File: src/rtl/pc_gen.sv
// pc_gen: program-counter generator for the hxd32 fetch unit.
// Produces the fetch address with a valid/ready handshake, computes redirect
// targets (JALR, ALU, trap entry, MRET) and parks in HALT on a misaligned
// jump target until a trap redirect recovers it.
module pc_gen #(
  parameter int               XLEN      = 32,
  parameter logic [XLEN-1:0]  RESET_VEC = '0,
  parameter int               IALIGN    = 16
) (
  input  logic            clk_i,
  input  logic            rst_n_i,
  input  logic            pc_wr_en_i,
  input  logic [2:0]      pc_wr_sel_i,
  input  logic [1:0]      pc_inc_sel_i,
  input  logic [XLEN-1:0] alu_data_i,
  input  logic [XLEN-1:0] trap_vec_i,
  input  logic [XLEN-1:0] epc_i,
  input  logic            if_ready_i,
  output logic            pc_valid_o,
  output logic [XLEN-1:0] pc_data_o,
  output logic [XLEN-1:0] pc_prev_o,
  output logic            misalign_o,
  output logic [XLEN-1:0] misalign_addr_o
);

  typedef enum logic [1:0] {
    BOOT = 2'd0,
    RUN  = 2'd1,
    HALT = 2'd2
  } state_t;

  localparam logic [2:0] SEL_NEXT = 3'd0;
  localparam logic [2:0] SEL_JALR = 3'd1;
  localparam logic [2:0] SEL_ALU  = 3'd2;
  localparam logic [2:0] SEL_TRAP = 3'd3;
  localparam logic [2:0] SEL_MRET = 3'd4;

  state_t          state_q, state_d;
  logic [XLEN-1:0] pc_q, pc_d;
  logic [XLEN-1:0] prev_q, prev_d;
  logic [XLEN-1:0] addr_q, addr_d;

  logic [XLEN-1:0] inc_base;
  logic [XLEN-1:0] inc_step;
  logic [XLEN-1:0] mret_mask;
  logic [XLEN-1:0] target;
  logic            is_jump;
  logic            misaligned;
  logic            accept_run;

  // Target address for the current select; compressed-off configs force +4 steps.
  always_comb begin
    inc_base   = pc_inc_sel_i[1] ? prev_q : pc_q;
    inc_step   = (pc_inc_sel_i[0] && (IALIGN == 16)) ? XLEN'(2) : XLEN'(4);
    mret_mask  = (IALIGN == 32) ? ~XLEN'(3) : ~XLEN'(1);
    target     = RESET_VEC;
    case (pc_wr_sel_i)
      SEL_NEXT: target = inc_base + inc_step;
      SEL_JALR: target = alu_data_i & ~XLEN'(1);
      SEL_ALU:  target = alu_data_i;
      SEL_TRAP: target = trap_vec_i & ~XLEN'(3);
      SEL_MRET: target = epc_i & mret_mask;
      default:  target = RESET_VEC;
    endcase
    is_jump    = (pc_wr_sel_i == SEL_JALR) || (pc_wr_sel_i == SEL_ALU);
    misaligned = is_jump && ((IALIGN == 32) ? target[1] : target[0]);
    accept_run = pc_wr_en_i && ((pc_wr_sel_i != SEL_NEXT) || if_ready_i);
  end

  // Next-state, next-PC and state-decoded outputs.
  always_comb begin
    state_d    = state_q;
    pc_d       = pc_q;
    prev_d     = prev_q;
    addr_d     = addr_q;
    pc_valid_o = 1'b0;
    misalign_o = 1'b0;
    case (state_q)
      BOOT: begin
        state_d = RUN;
      end
      RUN: begin
        pc_valid_o = 1'b1;
        if (accept_run) begin
          if (misaligned) begin
            addr_d  = target;
            state_d = HALT;
          end else begin
            pc_d   = target;
            prev_d = pc_q;
          end
        end
      end
      HALT: begin
        misalign_o = 1'b1;
        if (pc_wr_en_i && (pc_wr_sel_i == SEL_TRAP)) begin
          pc_d    = target;
          prev_d  = pc_q;
          state_d = RUN;
        end
      end
      default: begin
        state_d = BOOT;
      end
    endcase
  end

  // State and PC registers; reset discards any pending fault.
  always_ff @(posedge clk_i or negedge rst_n_i) begin
    if (!rst_n_i) begin
      state_q <= BOOT;
      pc_q    <= RESET_VEC;
      prev_q  <= RESET_VEC;
      addr_q  <= '0;
    end else begin
      state_q <= state_d;
      pc_q    <= pc_d;
      prev_q  <= prev_d;
      addr_q  <= addr_d;
    end
  end

  assign pc_data_o       = pc_q;
  assign pc_prev_o       = prev_q;
  assign misalign_addr_o = addr_q;

endmodule

File: config.mk
export PLATFORM = sky130hd
export DESIGN_NAME = pc_gen
export DESIGN_NICKNAME = d
export VERILOG_FILES = /design/src/rtl/pc_gen.sv
export SDC_FILE = /design/constraint.sdc
export NUM_CORES = 1
export LEC_CHECK = 0
export ABC_AREA = 0
export ABC_CLOCK_PERIOD_IN_PS = 2420
export CORE_MARGIN = 4
export CORE_UTILIZATION = 42
export DETAILED_ROUTE_END_ITERATION = 8
export PLACE_DENSITY = 0.79
export SYNTH_ARGS = -nofsm -noshare
export SYNTH_HDL_FRONTEND = slang
export SYNTH_SLANG_ARGS = --single-unit
export TNS_END_PERCENT = 1
File: constraint.sdc
create_clock -name clk_i -period 2.42 [get_ports clk_i]
set_input_delay 0.726 -clock clk_i [delete_from_list [all_inputs] [get_ports clk_i]]
set_output_delay 0.726 -clock clk_i [all_outputs]
set_load 0.02 [all_outputs]
======== Word-level counts from Yosys, hierarchy flattened ========
Cells that the tools add are included.
operators by class
  $add $sub $neg .......................... 1
  eq/ne operators ......................... 10
  multiplexer cells ....................... 17
  reductions and logical operators ........ 12
operators with widths
  operator                                        number
  two-way mux 32 bit                              7
  one-hot mux 32 bit (5 select lines)             1
  one-hot mux 32 bit (2 select lines)             2
  adder 32 x 3 -> 32 bit                          1
  inequality test 2 bit (second input constant)   4
  == test 3 x 2 -> 1 bit (second input constant)  2
  two-way mux 2 bit                               3
  one-hot mux 2 bit (3 select lines)              1
  AND reduction 3 bit                             2
  AND reduction 4 bit                             1
  == test 3 x 1 -> 1 bit (second input constant)  1
  == test 3 bit (second input constant)           1
  logical AND 1 bit                               3
  zero test 3 bit                                 1
  two-way mux 3 bit                               1
  nonzero test 3 bit                              1
  == test 2 x 1 -> 1 bit (second input constant)  1
  == test 2 bit (second input constant)           1
  zero test 2 bit                                 1
  logical OR 1 bit                                2
  two-way mux 1 bit                               2
  nonzero test 2 bit                              1
word-level totals
  bits in registers ....................... 98
  bits of input ports ..................... 105
  output and inout bits ................... 98
  word-level logic and storage cells ...... 44

======== Longest topological paths before layout ========
Gate-level depths: netlist of run 1.
  word-level depth ........................ 7
  gate-level depth with buffers ........... 14
  depth with buffers taken out ............ 9

======== Worst setup path before layout of run 1 ========
OpenSTA, ideal clock, no wires.
  path kind ............................... in2reg
  start point ............................. in pc_inc_sel_i[1]
  end point ............................... reg addr_q[12] (netlist: misalign_addr_o[12])
  setup time .............................. 0.137 ns
  arrival ................................. 3.395 ns
  data required time ...................... 2.283 ns
  slack ................................... -1.112 ns
  cell stages on the path ................. 14
  path buffers ............................ 6
  cells stage by stage .................... buf_6 > buf_6 > buf_6 > buf_2 > buf_2 > mux2_2 > ha_1 > a21oi_1 > a2111oi_4 > and2_1 > buf_4 > xnor2_1 > a221oi_2 > a21oi_1
between the ends
  word-level cells in the longest chain between the ends .. 5
ends and longest elaborated chain
  element                                  RTL line  RTL
  start: declaration                       14        input logic [1:0] pc_inc_sel_i,
  two-way mux 32 bit (*)                   53        inc_base = pc_inc_sel_i[1] ? prev_q : pc_q;
  adder 32 x 3 -> 32 bit (*)               58        SEL_NEXT: target = inc_base + inc_step;
  one-hot mux 32 bit (5 select lines) (*)  57        case (pc_wr_sel_i)
  logical AND 1 bit                        66        misaligned = is_jump && ((IALIGN == 32) ? target[1] : target[0]);
  AND reduction 3 bit (no source line)     n/a
  end signal: assignment                   119       addr_q <= addr_d;
  end: declaration                         41        logic [XLEN-1:0] addr_q, addr_d;
Every way passes the cells marked *; elsewhere a longest branch is shown, timed or not.
A chain may end at the register's enable or synchronous reset.

======== Final worst setup path of run 1 ========
  start point ............................. in pc_inc_sel_i[1]
  end point ............................... reg addr_q[10] (netlist: misalign_addr_o[10])
The elaborated chain is that of the path after synthesis.

==> metrics.md, run 1 <==
| Metric | Value |
|---|---|
| Startpoint Class | `primary input` |
| Final Hold Vio Count | `0` |
| CTS Sinks | `98` |
| Peak supply drop | `0.340 mV` |
| Worst setup startpoint | `pc_inc_sel_i[1]` |
| Skew final | `7.76 ps` |
| Worst slew pin tran | `442 ps` |
| CTS Buffer Depth | `2` |
| Final setup fails | `6` |
| DRT Wirelength | `21800 microns` |
| Worst rel slew slack | `0.705` |
| Fill cell count | `1133` |
| Clock transition at path regs | `70 ps` |
| Worst-path fanout max | `4` |
| Final-stage net count | `1075` |
| Setup TNS | `-108 ps` |
| Largest net degree at the start of global routing | `52` |
| ANT nets after route | `0` |
| Port bufs | `199` |
| Pleak | `4.21 nW` |
| Critical setup path kind | `primary input to flop` |
| Die width | `129 microns` |
| Syn Inst Count | `682` |
| Row cnt | `43` |
| Minimum clock period | `2460 ps` |
| Post-synth ARST share | `1.00` |
| WL per Instance | `18.9 microns` |
| Max Cap Violations | `0` |
| Max frequency | `406 MHz` |
| Outcome | `complete, but fails checks` |
| Failing checks | `negative setup slack` |
| Gp weighted congestion | `0.907` |
| Vias per cell | `5.64` |
| Power per cell area | `673 nW/um^2` |
| Total CTS buffers | `9` |
| Die Y | `129 microns` |
| Post-synth design cell area | `6150 sq um` |
| Reg2reg path depth | `10` |
| Most frequent cells in the layout | `clkdlybuf4s50_1, nand2_1, buf_4` |
| Synth Area per Inst | `9.02 sq um` |
| Ratio of cells with drive above 1 in the final layout | `0.229` |
| Core Region | `14100 sq um` |
| R2r setup slk | `60 ps` |
| Synth Net Count | `790` |
| Final Power | `6.44 mW` |
| Clk Latency, worst-skew pair | `350 ps` |
| Reg-to-reg endpoint | `pc_data_o[15]$_DFFE_PN0P_` |
| Tot GR Track Use | `0.257` |
| Setup ws final | `-40.8 ps` |
| RSZ-0062 raised after global routing | `true` |
| H-tree depth | `3` |
| First-pass GRT wire length | `33600 microns` |
| Number of flops mapped to enable cells by yosys | `0` |
| CTS tree | `built` |
| Commonest non-fill, non-tap cell in the layout | `clkdlybuf4s50_1` |
| DRC | `0` |
| CP required | `2640 ps` |
| Post-DP HPWL | `17200 microns` |
| Number of global-route vias before repair | `6241` |
| Post-synthesis cell type count | `67` |
| Full die area | `16600 sq um` |
| Ys flop type | `dfrtp_1` |
| Final Cycle Share | `1.02` |
| Grt ovf | `0` |
| Syn-to-layout area delta | `55.6%` |
| Via count | `6505` |
| WHS | `317 ps` |
| Critical path arrival | `2680 ps` |
| Synth warnings | `0` |
| Pre-Repair DR Iteration Count | `5` |
| RR Startpoint | `pc_data_o[1]$_DFFE_PN0P_` |
| Slew Limit Fails | `0` |
| Clock Tree Root | `clkbuf_16` |
| Worst Setup Slack post-DPL | `-564 ps` |
| Crit. End Element | `flop` |
| Initial antenna violation count | `1` |
| Yosys reg bits | `98` |
| Initial Utilization | `0.436` |
| Drt initial violations | `592` |
| Worst min path class | `primary input to asynchronous set/reset pin` |
| Num ports | `203` |
| Sequential element share of the synthesized area | `0.399` |
==> how the worst max path moves through the flow <==
stage	to	cells past startpoint
3_3_place_gp	pc_data_o[15]$_DFFE_PN0P_	11
6_report	misalign_addr_o[10]$_DFFE_PN0P_	10
4_1_cts	pc_data_o[15]$_DFFE_PN0P_	11
2_1_floorplan	misalign_addr_o[9]$_DFFE_PN0P_	14
3_5_place_dp	pc_data_o[15]$_DFFE_PN0P_	11
5_1_grt	pc_data_o[26]$_DFFE_PN0P_	9
==> metal layers <==
metal  vias up  global-route usage  routed length [microns]
met4         0              0.0784                      341
met3        22              0.0585                     1980
met2       306               0.402                     9960
li1       3037                   -                        -
met5         -                   0                        0
met1      3140               0.358                     9470
==> report_power, final <==
| part | internal, mW | switching, mW |
|---|---|---|
| Combinational | 1.33 | 1.31 |
| Clock | 0.800 | 0.647 |
| Sequential | 1.96 | 0.393 |
| Total | 4.09 | 2.35 |
==> per-stage QoR <==
step                      instances  instance area, sq um   util
after floorplan                 682                  6210      -
after global placement         1133                  9160  0.650
after detailed placement       1133                  9160  0.650
after CTS                      1149                  9500  0.674
after global routing           1153                  9570  0.679
final                          1153                  9570  0.679
==> sequential cells by signal, indices dropped and copies added, names as in the netlist <==
signal and cells:
state_q 2, misalign_addr_o 32, pc_data_o 32, pc_prev_o 32
==> critical path, stage by stage <==
cell	delay (ps)
buf_8	110
mux2_4	300
ha_1	290
a21oi_2	70
a2111oi_4	340
buf_4	200
nand2_1	50
xor2_1	150
a221oi_2	290
a21oi_1	140
==> kinds of logic (layout without fill, tap and decap cells) <==
| kind of cell | Yosys count | in the layout | share of synthesized area |
|---|---|---|---|
| simple gates | 268 | 268 | 0.205 |
| mux | 66 | 66 | 0.117 |
| buf+inv | 53 | 343 | 0.0415 |
| compound gates | 171 | 171 | 0.198 |
| xor+xnor | 23 | 23 | 0.0328 |
| fa+ha+maj | 3 | 3 | 0.00733 |
| other cells | 0 | 1 | 0 |
| flops | 98 | 98 | 0.399 |
==> area by class of cell <==
class                           count  area, sq um  share of cell area
Antenna cell                        1         2.50            0.000262
Clock buffer                        9          225              0.0235
Clock inverter                      7         70.1             0.00732
Inverter                            3         11.3             0.00118
Multi-Input combinational cell    531         3560               0.373
Sequential cell                    98         2450               0.256
Tap cell                          180          225              0.0235
Timing Repair Buffer              324         3020               0.315
==> cells in the mapped netlist, drive strengths merged (2+ instances only) <==
cell type	n	area, sq um
nand3	15	75.1
a22o	10	87.6
a222oi	5	50.1
buf	31	173
nand4b	6	73.8
nand2b	2	12.5
a221oi	8	106
a2111oi	2	36.3
a32o	2	20.0
o22ai	3	18.8
and2	3	18.8
mux2i	21	210
nand2	128	480
dfrtp	98	2450
nand4	7	58.8
o21ai	17	85.1
a221o	2	20.0
a21o	2	15.0
o211ai	2	15.0
nor3	7	50.1
nor2	72	270
and3	2	12.5
a31oi	5	31.3
a22oi	26	195
inv	3	11.3
o221ai	9	78.8
ha	2	25.0
and3b	2	17.5
xor2	10	87.6
nor2b	10	62.6
a21oi	63	315
o2111ai	2	17.5
nand3b	8	72.6
clkbuf	19	71.3
mux2	45	507
a32oi	4	35.0
xnor2	13	114
==> repair_timing <==
item / 4_1_cts / 5_1_grt
gates resized for setup: 12 / 13
pin swaps: 7 / 3
setup endpoints to repair: 38 / 29
setup buffers: 0 / 3
hold buffers: 0 / 0
Power figures use the tool's default switching activity.
==> run 2: changes to the inputs <==
- ABC_CLOCK_PERIOD_IN_PS: 2420 -> 2800
- CAP_MARGIN: default -> 5
- CORE_UTILIZATION: 42 -> 45
- HOLD_SLACK_MARGIN: default -> 0.1
- PLACE_DENSITY: 0.79 -> 0.81
- clock period: 2.42 -> 2.8 ns (I/O delays scaled with it)
==> metrics.md, run 2 (synthesis gave the netlist of run 1 again) <==
| Metric | Value |
|---|---|
| Outcome | `completed` |
| Worst Setup Slack post-DPL | `-320 ps (+243 ps)` |
| Non-Filler Instances | `1104 (-4.2%)` |
| Clock transition at path regs | `60 ps (about the same)` |
| Row cnt | `42 (-2.3%)` |
| WHS | `395 ps (+78.4 ps)` |
| Gp weighted congestion | `0.922 (+1.7%)` |
| Placed cell count | `1088 (-4.0%)` |
| Startpoint Class | `primary input` |
| R2r setup slk | `390 ps (+330 ps)` |
| Skew final | `6.03 ps (-1.74 ps)` |
| Critical setup path kind | `primary input to flop` |
| Clock Tree Root | `clkbuf_16` |
| Worst min path class | `primary input to asynchronous set/reset pin` |
| Slew Limit Fails | `0 (unchanged)` |
| Tot GR Track Use | `0.269 (+0.0114)` |
| Full die area | `15600 sq um (-6.3%)` |
| Design area | `9200 sq um (-3.8%)` |
| CP required | `3000 ps (+360 ps)` |
| ANT nets after route | `0 (unchanged)` |
| Syn-to-layout area delta | `49.7%` |
| CTS tree | `built` |
| Initial Utilization | `0.462 (+0.0263)` |
| Setup ws final | `120 ps (+161 ps)` |
| Final-stage net count | `1031 (-4.1%)` |
| CP peak stage delay | `340 ps (about the same)` |
| Setup TNS | `0 ps (+108 ps)` |
| Post-CTS Hold Fix Bufs | `0 (unchanged)` |
| Placed Area | `8880 sq um (-3.1%)` |
| Worst setup startpoint | `pc_inc_sel_i[1]` |
| Minimum clock period | `2680 ps` |
| Commonest non-fill, non-tap cell in the layout | `clkdlybuf4s50_1` |
| H-tree depth | `3 (unchanged)` |
| Power per cell area | `601 nW/um^2 (-11%)` |
| Reg-to-reg endpoint | `pc_data_o[20]$_DFFE_PN0P_` |
| Via count | `6404 (-1.6%)` |
| Grt ovf | `0 (unchanged)` |
| Ratio of cells with drive above 1 in the final layout | `0.188 (-0.0419)` |
| Post-Route Utilization | `0.692 (+0.0135)` |
| Critical-path cell list | `buf_2 > mux2_4 > ha_1 > a21oi_4 > a2111oi_4 > nand4b_2 > buf_4 > xnor2_1 > o221ai_1` |
| Number of global-route vias before repair | `6339 (+1.6%)` |
| RSZ-0062 raised after global routing | `false` |
| Pleak | `3.96 nW (-5.9%)` |
| Worst slew pin tran | `450 ps (+8.59 ps)` |
| Final Hold Vio Count | `0 (unchanged)` |
| Largest net degree at the start of global routing | `75 (+44%)` |
| Worst-path fanout max | `6 (+2)` |
| Peak supply drop | `0.275 mV (-19%)` |
| Worst rel slew slack | `0.700 (-0.00572)` |
| DRC | `0 (unchanged)` |
| Clk Latency, worst-skew pair | `350 ps (about the same)` |
| Critical path arrival | `2880 ps (+200 ps)` |
| Num ports | `203 (unchanged)` |
| First-pass GRT wire length | `33900 microns (+0.94%)` |
| Reg2reg path depth | `8 (-2)` |
| Die Y | `125 microns (-3.2%)` |
| Count of buffer and inverter cells on the critical path | `2 (unchanged)` |
| Max frequency | `373 MHz` |
| Die width | `125 microns (-3.2%)` |
| Antenna Cells | `0 (-1)` |
| Vias per cell | `5.80 (+2.8%)` |
| CTS Buffer Depth | `2 (unchanged)` |
| Final Power | `5.53 mW (-14%)` |
| Most frequent cells in the layout | `clkdlybuf4s50_1, nand2_1, dfrtp_1` |
| Total CTS buffers | `9 (unchanged)` |
| Final setup fails | `0 (-6)` |
| Final Cycle Share | `0.957` |
| Critical Path Sink | `pc_data_o[20]$_DFFE_PN0P_` |
| Port bufs | `199 (unchanged)` |
| Max Cap Violations | `0 (unchanged)` |
| Levels on crit path | `9 (-1)` |
| Drt initial violations | `492 (-17%)` |
| Core Region | `13300 sq um (-5.7%)` |
| WL per Instance | `19.3 microns (+2.6%)` |
| RR Startpoint | `pc_data_o[2]$_DFFE_PN0P_` |
| Initial antenna violation count | `0 (-1)` |
| Pre-Repair DR Iteration Count | `5 (unchanged)` |
| Family with the most delay on the worst path | `compound AO/OA/AOI/OAI gates` |
| Post-DP HPWL | `16500 microns (-4.4%)` |
| Crit. End Element | `flop` |
| CTS Sinks | `98 (unchanged)` |
| CP max-delay cell | `mux2_4` |
| DRT Wirelength | `21400 microns (-1.8%)` |
## run 2: final cells by class
cell class              instances  area, sq um
flip-flops and latches         98         2450
repair buffers                280         2690
fillers                      1030         4090
well taps                     176          220
multi-input cells             531         3520
inverters                       3         11.3
clock inverters                 5         52.6
clock buffers                  11          253
## run 2: where the power goes
group / internal [mW] / total (mW) / leakage, nW / switching (mW)
registers: 1.70 / 2.03 / 1.21 / 0.337
clock network: 0.737 / 1.29 / 0.151 / 0.548
logic: 1.10 / 2.21 / 2.60 / 1.11
total: 3.53 / 5.53 / 3.96 / 2.00
## run 2: worst register-to-register path, delay by kind of cell (launching register included)
| kind | cells | cell delay (ps) |
|---|---|---|
| compound gates | 3 | 540 |
| xor+xnor | 1 | 160 |
| fa+ha+maj | 1 | 340 |
| buf+inv | 1 | 220 |
| flops | 1 | 410 |
| mux | 1 | 310 |
| simple gates | 1 | 290 |
## run 2: worst min-delay path by stage
stage / slack (ps) / endpoint / start / cells after the start
4_1_cts: 410 / pc_data_o[6]$_DFFE_PN0P_ / rst_n_i / 1
6_report: 400 / pc_data_o[10]$_DFFE_PN0P_ / rst_n_i / 1
5_1_grt: 420 / pc_data_o[10]$_DFFE_PN0P_ / rst_n_i / 1
2_1_floorplan: 450 / state_q[0]$_DFFE_PN0P_ / state_q[1]$_DFFE_PN0P_ / 1
3_3_place_gp: 480 / state_q[0]$_DFFE_PN0P_ / state_q[1]$_DFFE_PN0P_ / 1
3_5_place_dp: 470 / misalign_addr_o[0]$_DFFE_PN0P_ / misalign_addr_o[0]$_DFFE_PN0P_ / 1
## run 2: what timing repair did
item / CTS / global route
gates resized for setup: 3 / 2
setup endpoints to repair: 5 / 24
pin swaps: 0 / 4
buffers inserted: 0 / 0
## run 2: metal layers
metal	part of all wire	wire length (microns)	vias up	global-route usage
met5	0	0	-	0
met1	0.41	8820	3083	0.355
met2	0.46	9930	347	0.433
met4	0.019	416	0	0.0797
li1	-	-	2941	-
met3	0.10	2200	33	0.0742
==> run 3: changes to the inputs <==
- RECOVER_POWER: default -> 50
==> metrics.md, run 3 (synthesis gave the netlist of run 1 again) <==
| Metric | Value |
|---|---|
| Worst slew pin tran | `1440 ps (+987 ps)` |
| R2r setup slk | `400 ps (about the same)` |
| Int Power | `3.48 mW (-1.6%)` |
| Num ports | `203 (unchanged)` |
| Final setup fails | `0 (unchanged)` |
| CP peak stage delay | `340 ps (about the same)` |
| Ratio of cells with drive above 1 in the final layout | `0.186 (-0.00108)` |
| Initial Utilization | `0.462 (unchanged)` |
| Antenna Cells | `0 (unchanged)` |
| Levels on crit path | `10 (+1)` |
| WL per Instance | `19.3 microns (unchanged)` |
| CTS Buffer Depth | `2 (unchanged)` |
| Placed cell count | `1088 (unchanged)` |
| Syn-to-layout area delta | `49.6% (about the same)` |
| DRC | `0 (unchanged)` |
| Power per cell area | `595 nW/um^2 (-1.1%)` |
| Pre-Repair DR Iteration Count | `5 (unchanged)` |
| Startpoint Class | `primary input` |
| Sw Share | `0.364 (+0.00284)` |
| Part of the power in the clock network | `0.235 (+0.003)` |
| Count of buffer and inverter cells on the critical path | `2 (unchanged)` |
| Worst-path fanout max | `3 (-3)` |
| Net switching power | `1.99 mW (-0.35%)` |
| Critical setup path kind | `primary input to flop` |
| First-pass GRT wire length | `33900 microns (unchanged)` |
| Clk Latency, worst-skew pair | `350 ps (about the same)` |
| Largest net degree at the start of global routing | `75 (unchanged)` |
| CTS Sinks | `98 (unchanged)` |
| CP max-delay cell | `mux2_4` |
| Pleak | `4.02 nW (+1.4%)` |
| Full die area | `15600 sq um (unchanged)` |
| Die width | `125 microns (unchanged)` |
| Commonest non-fill, non-tap cell in the layout | `clkdlybuf4s50_1` |
| Fill cell count | `1030 (unchanged)` |
| Crit. End Element | `flop` |
| Via count | `6361 (-0.67%)` |
| Tot GR Track Use | `0.269 (unchanged)` |
| Clock transition at path regs | `70 ps (about the same)` |
| Peak supply drop | `0.273 mV (-0.56%)` |
| WHS | `491 ps (+95.5 ps)` |
| Row cnt | `42 (unchanged)` |
| CP required | `3020 ps (+20 ps)` |
| Minimum clock period | `2670 ps (-14.3 ps)` |
| Worst min path class | `flop to flop` |
| Max frequency | `375 MHz (+0.54%)` |
| CTS tree | `built` |
| Drt initial violations | `471 (-4.3%)` |
| DRT Wirelength | `21400 microns (unchanged)` |
| RSZ-0062 raised after global routing | `false` |
| Max Cap Violations | `0 (unchanged)` |
| Placed Area | `8880 sq um (unchanged)` |
| Vias per cell | `5.76 (-0.67%)` |
| Final Hold Vio Count | `0 (unchanged)` |
| Combinational power share | `0.394 (-0.006)` |
| Grt ovf | `0 (unchanged)` |
| Worst Hold Path Cells | `1` |
| Clock Tree Root | `clkbuf_16` |
| Final-stage net count | `1031 (unchanged)` |
| Post-DP HPWL | `16500 microns (unchanged)` |
| Reg2reg path depth | `9 (+1)` |
| Number of global-route vias before repair | `6339 (unchanged)` |
| Design area | `9200 sq um (about the same)` |
| Flop pwr share | `0.371 (+0.003)` |
| Total CTS buffers | `9 (unchanged)` |
| Family with the most delay on the worst path | `compound AO/OA/AOI/OAI gates` |
| Critical path arrival | `2880 ps (about the same)` |
| Critical-path cell list | `buf_2 > mux2_4 > ha_1 > a21oi_4 > a2111oi_4 > buf_4 > nand2_1 > xor2_1 > a221oi_2 > a21oi_1` |
| Core Region | `13300 sq um (unchanged)` |
| Gp weighted congestion | `0.922 (unchanged)` |
| Most frequent cells in the layout | `clkdlybuf4s50_1, nand2_1, dfrtp_1` |
| Setup TNS | `0 ps (unchanged)` |
| Slew Limit Fails | `0 (unchanged)` |
| Postcts setup bufs | `0 (unchanged)` |
| Non-Filler Instances | `1104 (unchanged)` |
| Skew final | `5.43 ps (-0.594 ps)` |
| H-tree depth | `3 (unchanged)` |
| ANT nets after route | `0 (unchanged)` |
| Post-Route Utilization | `0.692 (about the same)` |
| Final Cycle Share | `0.952 (-0.00512)` |
| Port bufs | `199 (unchanged)` |
| Outcome | `completed` |
| Worst rel slew slack | `0.0416 (-0.658)` |
| Die Y | `125 microns (unchanged)` |
| Initial antenna violation count | `0 (unchanged)` |
run 3: changes by cell type in the layout (fill, tap and decap cells not counted), sizes merged:
cell,delta
buf,-1
clkbuf,+1
clkdlybuf4s50,-47
dlygate4sd3,+47
run 3: repair_timing:
item	in CTS	in global routing
setup endpoints to repair	5	24
endpoints found under the hold margin	0	0
resized for setup	3	2
hold buffers	0	0
pin swaps	0	4
run 3: area by class of cell:
| class | instances | area [sq um] | share of cell area |
|---|---|---|---|
| clock buffers | 11 | 253 | 0.0275 |
| clock inverters | 5 | 52.6 | 0.00571 |
| well taps | 176 | 220 | 0.0239 |
| repair buffers | 280 | 2690 | 0.292 |
| inverters | 3 | 11.3 | 0.00122 |
| flip-flops and latches | 98 | 2450 | 0.267 |
| multi-input cells | 531 | 3520 | 0.383 |
run 3: per-layer routing:
metal | vias to the layer above | track usage | wire length [microns]
li1 | 2944 | - | -
met4 | 0 | 0.0797 | 411
met2 | 303 | 0.433 | 9910
met5 | - | 0 | 0
met1 | 3081 | 0.355 | 8930
met3 | 33 | 0.0742 | 2110
run 3: path summary, 6_finish.rpt:
kind,startpoint,to
setup / recovery,pc_inc_sel_i[1],misalign_addr_o[10]$_DFFE_PN0P_
hold / removal,misalign_addr_o[0]$_DFFE_PN0P_,misalign_addr_o[0]$_DFFE_PN0P_
setup reg to reg,pc_data_o[2]$_DFFE_PN0P_,misalign_addr_o[10]$_DFFE_PN0P_
hold reg to reg,misalign_addr_o[0]$_DFFE_PN0P_,misalign_addr_o[0]$_DFFE_PN0P_
max in group asynchronous,rst_n_i,state_q[1]$_DFFE_PN0P_
min in group asynchronous,rst_n_i,pc_data_o[10]$_DFFE_PN0P_
run 3: per-stage QoR:
stage	power, mW	worst slack [ps]
floorplan	3.06	-473
global placement	4.19	-269
detailed placement	4.24	-320
CTS	5.53	3.01
global route	5.72	3.95
finish	5.47	135
run 3: power by group through the flow:
stage	logic (mW)	clock network (mW)	registers, mW
after detailed placement	2.19	0	2.05
final	2.16	1.28	2.03
after floorplan	0.736	0	2.32
after global placement	2.14	0	2.05
after CTS	2.21	1.29	2.03
after global routing	2.31	1.34	2.08
